### src/rtl/gtxe2_chnl_outclk_defs.sv
`default_nettype none
// ============================================================================
//  Module      : gtxe2_chnl_outclk_defs (package)
//  Description : Shared definitions for the channel output-clock blocks:
//                switch FSM state encodings, the idle select code and the
//                parameter legality check.
//  Revision    : 1.0 - initial release
// ============================================================================
package gtxe2_chnl_outclk_defs;

   // Switch sequencer states. IDLE is the only state that accepts requests.
   typedef enum logic [1:0] {
      ST_IDLE   = 2'd0,
      ST_GATE   = 2'd1,
      ST_SWAP   = 2'd2,
      ST_SETTLE = 2'd3
   } outclk_state_e;

   // Select code 0 parks the output at its idle level instead of a source.
   localparam int unsigned SEL_CODE_IDLE = 0;

   // True when the parameter set describes a buildable switch.
   function automatic bit outclk_params_legal(
      input int unsigned num_src,
      input int unsigned sel_w,
      input int unsigned gate_cycles,
      input int unsigned settle_cycles,
      input int unsigned reset_sel
   );
      bit ok;
      ok = 1'b1;
      if (sel_w < 1 || sel_w > 16)                  ok = 1'b0;
      if (num_src < 1)                              ok = 1'b0;
      if (sel_w <= 16 && num_src > (32'd1 << sel_w) - 32'd1) ok = 1'b0;
      if (gate_cycles < 1)                          ok = 1'b0;
      if (settle_cycles < 1)                        ok = 1'b0;
      if (reset_sel > num_src)                      ok = 1'b0;
      return ok;
   endfunction

endpackage
`default_nettype wire

### src/rtl/gtxe2_chnl_outclk_mux_n.sv
`default_nettype none
// ============================================================================
//  Module      : gtxe2_chnl_outclk_mux_n
//  Description : Stateless N-way gated clock mux. Code k (1..NUM_SRC) passes
//                clk_in_i[k-1]; code 0 or an asserted gate drives IDLE_LEVEL.
//  Revision    : 1.0 - initial release
// ============================================================================
module gtxe2_chnl_outclk_mux_n
   import gtxe2_chnl_outclk_defs::*;
#(
   parameter int unsigned NUM_SRC    = 4,
   parameter int unsigned SEL_W      = 3,
   parameter logic        IDLE_LEVEL = 1'b1
) (
   input  logic [NUM_SRC-1:0] clk_in_i,
   input  logic [SEL_W-1:0]   sel_i,
   input  logic               gate_i,
   output logic               clk_o
);

   // Pure combinational select; the only path from the source clocks.
   always_comb begin
      clk_o = IDLE_LEVEL;
      if (!gate_i && sel_i != SEL_W'(SEL_CODE_IDLE)) begin
         for (int k = 0; k < int'(NUM_SRC); k++) begin
            if (sel_i == SEL_W'(k + 1)) begin
               clk_o = clk_in_i[k];
            end
         end
      end
   end

endmodule
`default_nettype wire

### src/rtl/gtxe2_chnl_outclk_switch.sv
`default_nettype none
// ============================================================================
//  Module      : gtxe2_chnl_outclk_switch
//  Description : Glitch-masking TXOUTCLK source switch. A request is gated for
//                GATE_CYCLES, swapped in one cycle, then held for
//                SETTLE_CYCLES before the output is released. Simulation
//                model only; not a synthesisable clock switch.
//  Revision    : 1.0 - initial release
// ============================================================================
module gtxe2_chnl_outclk_switch
   import gtxe2_chnl_outclk_defs::*;
#(
   parameter int unsigned NUM_SRC       = 4,
   parameter int unsigned SEL_W         = 3,
   parameter int unsigned GATE_CYCLES   = 4,
   parameter int unsigned SETTLE_CYCLES = 8,
   parameter logic        IDLE_LEVEL    = 1'b1,
   parameter int unsigned RESET_SEL     = 0
) (
   input  logic               DRPCLK,
   input  logic               GTTXRESET,
   input  logic [NUM_SRC-1:0] CLK_IN,
   input  logic [SEL_W-1:0]   SEL_REQ,
   input  logic               SEL_REQ_VALID,
   output logic               SEL_REQ_READY,
   output logic [SEL_W-1:0]   SEL_ACTIVE,
   output logic               SWITCHING,
   output logic               SEL_DONE,
   output logic               SEL_ERR,
   output logic               TXOUTCLK
);

   localparam bit          PARAMS_OK = outclk_params_legal(NUM_SRC, SEL_W, GATE_CYCLES,
                                                           SETTLE_CYCLES, RESET_SEL);
   localparam int unsigned CNT_MAX   = (GATE_CYCLES > SETTLE_CYCLES) ? GATE_CYCLES
                                                                     : SETTLE_CYCLES;
   localparam int unsigned CNT_W     = (CNT_MAX > 1) ? $clog2(CNT_MAX) : 1;

   localparam logic [CNT_W-1:0] GATE_LOAD   = CNT_W'(GATE_CYCLES - 1);
   localparam logic [CNT_W-1:0] SETTLE_LOAD = CNT_W'(SETTLE_CYCLES - 1);
   localparam logic [SEL_W-1:0] MAX_CODE    = SEL_W'(NUM_SRC);
   localparam logic [SEL_W-1:0] RST_CODE    = SEL_W'(RESET_SEL);

   generate
      if (!PARAMS_OK) begin : g_param_err
         $error("gtxe2_chnl_outclk_switch: illegal parameter set");
      end
   endgenerate

   outclk_state_e    state_q, state_d;
   logic [CNT_W-1:0] cnt_q, cnt_d;
   logic [SEL_W-1:0] sel_act_q, sel_act_d;
   logic [SEL_W-1:0] sel_pend_q, sel_pend_d;
   logic             switching_q, switching_d;
   logic             done_q, done_d;
   logic             err_q, err_d;
   logic             rdy_en_q;
   logic             w_ready;
   logic             w_accept;

   // READY is held low through reset and for the edge that releases it.
   assign w_ready  = (state_q == ST_IDLE) && rdy_en_q;
   assign w_accept = w_ready && SEL_REQ_VALID;

   // Sequencer next-state and registered-output decode.
   always_comb begin
      state_d     = state_q;
      cnt_d       = cnt_q;
      sel_act_d   = sel_act_q;
      sel_pend_d  = sel_pend_q;
      switching_d = switching_q;
      done_d      = 1'b0;
      err_d       = 1'b0;
      unique case (state_q)
         ST_IDLE: begin
            if (w_accept) begin
               if (SEL_REQ > MAX_CODE) begin
                  err_d = 1'b1;
               end else if (SEL_REQ == sel_act_q) begin
                  done_d = 1'b1;
               end else begin
                  sel_pend_d  = SEL_REQ;
                  cnt_d       = GATE_LOAD;
                  switching_d = 1'b1;
                  state_d     = ST_GATE;
               end
            end
         end
         ST_GATE: begin
            if (cnt_q == '0) begin
               state_d = ST_SWAP;
            end else begin
               cnt_d = cnt_q - 1'b1;
            end
         end
         ST_SWAP: begin
            sel_act_d = sel_pend_q;
            cnt_d     = SETTLE_LOAD;
            state_d   = ST_SETTLE;
         end
         ST_SETTLE: begin
            if (cnt_q == '0) begin
               switching_d = 1'b0;
               done_d      = 1'b1;
               state_d     = ST_IDLE;
            end else begin
               cnt_d = cnt_q - 1'b1;
            end
         end
         default: begin
            state_d = ST_IDLE;
         end
      endcase
   end

   // Control registers; reset discards any in-flight request.
   always_ff @(posedge DRPCLK) begin
      if (GTTXRESET) begin
         state_q     <= ST_IDLE;
         cnt_q       <= '0;
         sel_act_q   <= RST_CODE;
         sel_pend_q  <= RST_CODE;
         switching_q <= 1'b0;
         done_q      <= 1'b0;
         err_q       <= 1'b0;
         rdy_en_q    <= 1'b0;
      end else begin
         state_q     <= state_d;
         cnt_q       <= cnt_d;
         sel_act_q   <= sel_act_d;
         sel_pend_q  <= sel_pend_d;
         switching_q <= switching_d;
         done_q      <= done_d;
         err_q       <= err_d;
         rdy_en_q    <= 1'b1;
      end
   end

   gtxe2_chnl_outclk_mux_n #(
      .NUM_SRC    (NUM_SRC),
      .SEL_W      (SEL_W),
      .IDLE_LEVEL (IDLE_LEVEL)
   ) u_mux (
      .clk_in_i (CLK_IN),
      .sel_i    (sel_act_q),
      .gate_i   (switching_q),
      .clk_o    (TXOUTCLK)
   );

   assign SEL_REQ_READY = w_ready;
   assign SEL_ACTIVE    = sel_act_q;
   assign SWITCHING     = switching_q;
   assign SEL_DONE      = done_q;
   assign SEL_ERR       = err_q;

endmodule
`default_nettype wire

### config.mk
export PLATFORM = sky130hd
export DESIGN_NAME = gtxe2_chnl_outclk_switch
export DESIGN_NICKNAME = d
export VERILOG_FILES = /design/src/rtl/gtxe2_chnl_outclk_defs.sv /design/src/rtl/gtxe2_chnl_outclk_mux_n.sv /design/src/rtl/gtxe2_chnl_outclk_switch.sv
export SDC_FILE = /design/constraint.sdc
export NUM_CORES = 1
export LEC_CHECK = 0
export BUFFER_PORTS_ARGS = -buffer_cell sky130_fd_sc_hd__buf_4
export CORE_UTILIZATION = 58
export DETAILED_ROUTE_END_ITERATION = 8
export PLACE_DENSITY = 0.83
export SYNTH_ARGS = -nofsm -noshare
export SYNTH_HDL_FRONTEND = slang
export SYNTH_HIERARCHICAL = 1
export SYNTH_SLANG_ARGS = --single-unit
### constraint.sdc
create_clock -name DRPCLK -period 4.9 [get_ports DRPCLK]
set_input_delay 0.245 -clock DRPCLK [delete_from_list [all_inputs] [get_ports DRPCLK]]
set_output_delay 0.245 -clock DRPCLK [all_outputs]
set_load 0.02 [all_outputs]
==> results of run 1 <==
[critical path, delay by kind of cell (launching register included)]
family | cells | cell delay [ps]
compound gates | 2 | 680
flops | 1 | 400
fa+ha+maj | 1 | 290
buf+inv | 1 | 160
simple gates | 2 | 580
[kinds of logic (layout without fill, tap and decap cells)]
logic type | count (synthesis) | after routing
XOR/XNOR | 3 | 3
AO/OA/AOI/OAI | 20 | 20
buffers and inverters | 9 | 28
flip-flops | 15 | 15
multiplexers | 8 | 8
adder cells (fa/ha/maj) | 7 | 7
AND/OR/NAND/NOR | 47 | 47
[placed cells by master, fill, tap and decap left out, types with 2 or more instances in the layout]
cell type  synthesis  final
nand3b_1           2      2
o2bb2ai_1          2      2
clkbuf_4           0      3
nor4b_1            2      2
mux2i_1            8      8
nand2b_1           2      2
o41ai_2            2      2
nor4_1             3      3
buf_4              0     17
nand2_1           14     14
dfxtp_1           15     15
ha_1               7      7
a31oi_1            2      2
xnor2_1            2      2
nor2_1            10     10
nor3_1             2      2
inv_1              7      7
o311ai_0           2      2
[routing by layer]
metal | track usage | share of wire
met3 | 0.06383 | 0.068
met5 | 0 | 0
met2 | 0.4242 | 0.47
met4 | 0.09091 | 0.014
met1 | 0.3684 | 0.45
[how the worst max path moves through the flow]
stage | start | end | slack, ps | depth (start not counted)
global route | state_q[0] | sel_pend_q[1] | 2560 | 6
global placement | state_q[0] | state_q[0] | 2850 | 6
CTS | state_q[0] | sel_pend_q[1] | 2720 | 6
finish | state_q[0] | state_q[0] | 2710 | 6
floorplan | state_q[0] | state_q[0] | 2970 | 6
detailed placement | state_q[0] | state_q[0] | 2760 | 6
[report_power, final]
group	internal (W)	total, W	switching, W
clock network	0.0000317	0.0000744	0.0000427
logic	0.0000862	0.000206	0.000120
registers	0.000141	0.000159	0.0000179
[registers in the layout, summed over array words and instances (netlist names)]
signal,count
cnt_q,3
state_q,2
SWITCHING,1
SEL_ACTIVE,3
SEL_ERR,1
SEL_DONE,1
rdy_en_q,1
sel_pend_q,3
[stage by stage]
stage / setup slack [ps] / area, um2 / total power (W) / hold slack, ps
3_3_place_gp: 2852 / 1119 / 0.0003564 / 448.5
3_5_place_dp: 2755 / 1119 / 0.0003649 / 458.4
6_report: 2707 / 1145 / 0.0004396 / 192.9
2_1_floorplan: 2970 / 978.4 / 0.0003103 / 387.1
4_1_cts: 2716 / 1145 / 0.0004355 / 199.4
5_1_grt: 2564 / 1145 / 0.0004657 / 220.2
[area by class of cell]
type	instances	area [um2]	area share
Timing Repair Buffer	17	127.6	0.1115
Clock buffer	4	26.28	0.02295
Sequential cell	15	300.3	0.2623
Inverter	7	26.28	0.02295
Tap cell	16	20.02	0.01749
Multi-Input combinational cell	85	644.4	0.5628
==> results by group, run 1 <==
CTS
  – Post-CTS setup buffer count: 0
  – Sink Count: 15
  – Worst-skew pair later-pin latency: 300 ps
  – Clk buf depth: 2
  – Hold_buf cts: 0
  – CTS tree: yes
  – Post_cts resized: 0
  – H-tree depth: 1
  – Clock buffer count from CTS: 3
  – Root buffer cell: clkbuf_4
  – CTS clock-pin slew for the worst setup and hold paths: 100 ps

Placement
  – IO Port Bufs: 17
  – Dpl cells: 140
  – Final RePlAce weighted congestion: 0.8918
  – Hpwl dp: 1755 um

Setup path
  – Setup crit end kind: flip-flop
  – CP max-delay cell: dfxtp_1
  – CP Launch Type: flip-flop
  – Worst reg2reg path depth: 6
  – Max FO, Critical Path: 8
  – Worst endpoint required time: 5110 ps
  – Critical path, cell by cell: inv_1, ha_1, nand3_1, o31a_1, or3_4, o41ai_2
  – Worst R2R Setup Slack: 2710 ps
  – RR Startpoint: state_q[0]
  – CP Class: reg2reg
  – R2R Path End: state_q[0]
  – Arrival time at the worst endpoint: 2410 ps
  – Crit-path max cell delay: 400 ps

Floorplan
  – Core Region: 0.001541 mm2
  – Ports: 18
  – Row count: 14
  – DIE AREA: 0.001855 mm2
  – Initial Util: 0.6347
  – Die Ht: 43.07 um
  – Width of the chip: 43.07 um

Power
  – Worst vdd ir: 0.2678 mV
  – Pleak: 0.4529 nW
  – Power density over the cells: 384.0 mW/mm2

Layout
  – Share of cells above drive strength 1: 0.2188
  – Final cell count without fillers: 144
  – Number of diodes: 0
  – Final core utilization: 0.7427
  – Final #Nets: 146
  – Area growth, synth to finish: 17.01%
  – Fillers: 119

Synth
  – Dominant cell type by area after synthesis: dfxtp_1
  – Post-synthesis simple-gate area fraction: 0.2634
  – Compound-Gate Fraction of Synth Area: 0.1969
  – Most common flop cell mapped by yosys: dfxtp_1
  – Adder-Cell Fraction of Synth Area: 0.08951
  – Share of the synthesized area in the top cell type: 0.3069
  – Post-Syn Area: 978.4 um2
  – Largest family of logic cells by synthesized area: simple AND/OR/NAND/NOR gates
  – Post-Syn Instances: 109
  – XOR/XNOR Fraction of Synth Area: 0.02685
  – Post-synthesis mux area share: 0.08184
  – Synth top cells by count: 15 x dfxtp_1, 14 x nand2_1, 10 x nor2_1
  – Cells taking the most area after synthesis: dfxtp_1 31%, ha_1 9.0%, mux2i_1 8.2%
  – Synth Net Count: 126
  – FF+latch count, synth: 15
  – Post-synth EDFFs: 0
  – Avg Inst Size Synth: 8.976 um2
  – Seq/Total Area, Yosys: 0.3069
  – Post-synth ARST share: 0
  – Library cells used by synthesis: 42
  – Most common cell in the netlist: dfxtp_1
  – Synth warn: 6

STA
  – RSZ-0062 raised after global routing: no
  – Final Critical Period: 2193 ps
  – Setup TNS: 0 ps
  – Final setup fails: 0
  – Fin crit share: 0.4476
  – FMAX: 455.9 MHz
  – Measured slew at the worst slew-check pin: 512.0 ps
  – Final-report max-slew violation count: 0
  – Hold Violations, Final: 0
  – Clk_skew: 13.58 ps
  – Relative slew margins: 0.6587

Worst hold path
  – Hold WC Path Type: in2reg
  – HP Start: GTTXRESET
  – Hold Path Stages: 2
  – Endpoint, Worst Hold: SEL_DONE

GRT
  – GRT Overall Usage: 0.2719
  – Global-route wire length before repair: 3712 um
  – Vias in the first global route: 801
  – Grt ovf: 0
  – Initial antenna violation count: 0
  – Largest net degree at the start of global routing: 14

Job
  – Max-cap violations: 0

Drt
  – Drt total wl: 2276 um
  – WL/cell: 15.81 um
  – Post-DRT Antenna Nets: 0
  – Vias: 908
  – Vias per cell: 6.306
  – Pre-antenna DRT Iters: 4
  – # DRC: 0
  – Drt first-iter violations: 27

Outcome
  – Status: complete, no violations
No activity file was read; power rests on OpenSTA's default activity.
==> run 2, diff against run 1 <==
ABC_AREA = 1   (was default)
CORE_UTILIZATION = 53   (was 58)
PLACE_DENSITY = 0.77   (was 0.83)
clock period = 2.1 ns   (was 4.9 ns; I/O delays follow)
==> run 2 against run 1 <==
Register-to-register slack got worse by 2200 ps. Clock skew fell by 12 ps. Highest routed layer unchanged. The flow now finishes with violations (design-rule violations). Setup slack got worse by 2200 ps.
==> results by group, run 2 <==
Setup path
  – Worst endpoint required time: 2330 ps (-2780 ps)
  – Arrival time at the worst endpoint: 1830 ps (-580 ps)
  – RR Startpoint: state_q[0]
  – Setup crit end kind: flip-flop
  – Worst reg2reg path depth: 10 (+4)
  – Worst R2R Setup Slack: 490 ps (-2210 ps)
  – Critical path, cell by cell: inv_1, ha_1, a21boi_2, inv_2, nand2_1, inv_2, nand3_2, nand2_1, nand2_1, nor2_1
  – R2R Path End: cnt_q[2]
  – CP most frequent cell: nand2_1
  – Crit-path max cell delay: 410 ps (about the same)
  – CP Class: reg2reg
  – Crit-path leading delay family: flip-flops
  – CP Buf/Inv Count: 3 (+2)
  – CP max-delay cell: dfxtp_1
  – Max FO, Critical Path: 6 (-2)
  – CP Launch Type: flip-flop

Worst hold path
  – Hold WC Path Type: in2reg
  – Hold Path Stages: 2 (unchanged)
  – Endpoint, Worst Hold: sel_pend_q[1]
  – HP Start: GTTXRESET

Synth
  – Adder-Cell Fraction of Synth Area: 0.09563 (+0.006114)
  – Post-Syn Instances: 141 (+29%)
  – Post-Syn Area: 915.9 um2 (-6.4%)
  – Share of the synthesized area in the top cell type: 0.3279 (+0.02096)
  – Seq/Total Area, Yosys: 0.3279 (+0.02096)
  – Largest family of logic cells by synthesized area: simple AND/OR/NAND/NOR gates
  – Synth top cells by count: 38 x nand2_1, 25 x nor2_1, 22 x inv_1
  – Compound-Gate Fraction of Synth Area: 0.06967 (-0.1273)
  – Post-synth EDFFs: 0 (unchanged)
  – XOR/XNOR Fraction of Synth Area: 0.01913 (-0.007729)
  – Most common flop cell mapped by yosys: dfxtp_1
  – FF+latch count, synth: 15 (unchanged)
  – Avg Inst Size Synth: 6.496 um2 (-28%)
  – Post-synthesis mux area share: 0 (-0.08184)
  – Post-synthesis simple-gate area fraction: 0.3798 (+0.1164)
  – Library cells used by synthesis: 20 (-52%)
  – Dominant cell type by area after synthesis: dfxtp_1
  – Post-synth ARST share: 0 (unchanged)
  – Synth warn: 6 (unchanged)
  – Most common cell in the netlist: nand2_1
  – Cells taking the most area after synthesis: dfxtp_1 33%, nand2_1 16%, nor2_1 10%
  – Synth Net Count: 158 (+25%)

Floorplan
  – Die Ht: 43.57 um (+1.2%)
  – Ports: 18 (unchanged)
  – DIE AREA: 0.001898 mm2 (+2.3%)
  – Initial Util: 0.5875 (-0.04726)
  – Width of the chip: 43.57 um (+1.2%)
  – Core Region: 0.001559 mm2 (+1.1%)
  – Row count: 14 (unchanged)

Power
  – Power density over the cells: 1191 mW/mm2 (+210%)
  – Worst vdd ir: 0.7821 mV (+190%)
  – Pleak: 0.5843 nW (+29%)

Drt
  – Drt first-iter violations: 13 (-52%)
  – Drt total wl: 1902 um (-16%)
  – Pre-antenna DRT Iters: 6 (+2)
  – Vias: 884 (-2.6%)
  – Met3 wire len: 83 um (-46%)
  – Vias per cell: 4.994 (-21%)
  – # DRC: 4 (+4)
  – Post-DRT Antenna Nets: 0 (unchanged)
  – Met1 WL: 856 um (-16%)
  – DR WL met2: 919 um (-14%)
  – Highest metal used: met4
  – WL/cell: 10.75 um (-32%)

STA
  – Fin crit share: 0.7654 (+0.3177)
  – Final-report max-slew violation count: 0 (unchanged)
  – Clk_skew: 2.008 ps (-11.57 ps)
  – Final Critical Period: 1607 ps (-586.1 ps)
  – Setup TNS: 0 ps (unchanged)
  – Relative slew margins: 0.7731 (+0.1144)
  – Final setup fails: 0 (unchanged)
  – RSZ-0062 raised after global routing: no
  – Measured slew at the worst slew-check pin: 339.9 ps (-172.0 ps)
  – Hold Violations, Final: 0 (unchanged)
  – FMAX: 622.2 MHz (+36%)

CTS
  – CTS clock-pin slew for the worst setup and hold paths: 90 ps (about the same)
  – Clk buf depth: 2 (unchanged)
  – Sink Count: 15 (unchanged)
  – Post-CTS setup buffer count: 0 (unchanged)
  – H-tree depth: 1 (unchanged)
  – CTS tree: yes
  – Root buffer cell: clkbuf_4
  – Clock buffer count from CTS: 3 (unchanged)
  – Worst-skew pair later-pin latency: 280 ps (-20 ps)
  – Post_cts resized: 0 (unchanged)
  – Hold_buf cts: 0 (unchanged)

Outcome
  – Status: finished with violations
  – Violated checks: design-rule violations

GRT
  – GRT Overall Usage: 0.2299 (-0.04202)
  – Initial antenna violation count: 0 (unchanged)
  – Global-route wire length before repair: 3208 um (-14%)
  – Grt ovf: 0 (unchanged)
  – Vias in the first global route: 812 (+1.4%)
  – Largest net degree at the start of global routing: 12 (-2)

Layout
  – Final #Nets: 179 (+23%)
  – Share of cells above drive strength 1: 0.1801 (-0.03863)
  – Area growth, synth to finish: 18.44%
  – Number of diodes: 0 (unchanged)
  – Sequential cell area: 300.3 um2 (unchanged)
  – Final cell count without fillers: 177 (+23%)
  – Most common cell after layout, fill and taps aside: nand2_1
  – Multi-input logic area: 516.7 um2 (-20%)
  – Fillers: 146 (+23%)
  – Most frequent cells in the layout: 38 x nand2_1, 25 x nor2_1, 22 x inv_1
  – Final core utilization: 0.6958 (-0.04687)

Placement
  – Hpwl dp: 1467 um (-16%)
  – Dpl cells: 173 (+24%)
  – Final RePlAce weighted congestion: 0.8074 (-9.5%)
  – IO Port Bufs: 17 (unchanged)

Job
  – Max-cap violations: 0 (unchanged)
[run 2: cell types whose count changed after synthesis, sizes merged, moves of 3 or more]
| cell | delta |
|---|---|
| nand2 | +24 |
| inv | +18 |
| nor2 | +16 |
| mux2i | -8 |
| nand3 | +7 |
| a21oi | +6 |
| nand4 | +4 |
| nor4 | -3 |
| or3 | -3 |
[run 2: layer usage]
layer	GRT usage	up-vias
li1	-	472
met3	0.02917	4
met1	0.2739	389
met2	0.3940	19
met5	0	-
met4	0.1313	0
[run 2: logic make-up after synthesis]
kind of cell | Yosys count
AOI/OAI and AO/OA | 11
xor gates and xnor gates | 2
adders and majority gates | 7
buffers and inverters | 26
DFF | 15
and+or+nand+nor | 80
[run 2: worst max-delay path by stage]
stage                from         end  slack (ps)  depth (start not counted)
2_1_floorplan  state_q[0]    cnt_q[0]         680                          9
3_3_place_gp   state_q[0]    cnt_q[0]         580                          9
3_5_place_dp   state_q[0]    cnt_q[0]         530                         10
4_1_cts        state_q[0]    cnt_q[0]         500                         10
5_1_grt        state_q[0]  state_q[1]         330                          8
6_report       state_q[0]    cnt_q[2]         490                         10
[run 2: where the power goes]
group	internal [W]	switching (W)
sequential	0.000356	0.0000598
clock	0.0000738	0.0000916
combinational	0.000282	0.000429
total	0.000712	0.000581
[run 2: cell type report]
cell class	instances	share of cell area
Clock buffer	4	0.02422
Inverter	25	0.08651
Multi-Input combinational cell	100	0.4764
Sequential cell	15	0.2768
Tap cell	16	0.01845
Timing Repair Buffer	17	0.1176
[run 2: worst register-to-register path: cells and delay by family (launching register included)]
family | cells | cell delay, ps
fa+ha+maj | 1 | 300
compound gates | 1 | 200
flops | 1 | 410
simple gates | 5 | 400
buf+inv | 3 | 240
[run 2: through the flow]
step                cell area, um2  setup slack (ps)  hold WS, ps  total power, W
detailed placement            1059             527.4        306.7        0.001125
global placement              1059             581.2        303.0        0.001104
floorplan                    915.9             682.6        174.1       0.0009472
global route                  1085             334.5        8.836        0.001420
CTS                           1085             501.8        6.198        0.001292
finish                        1085             492.8        10.87        0.001292
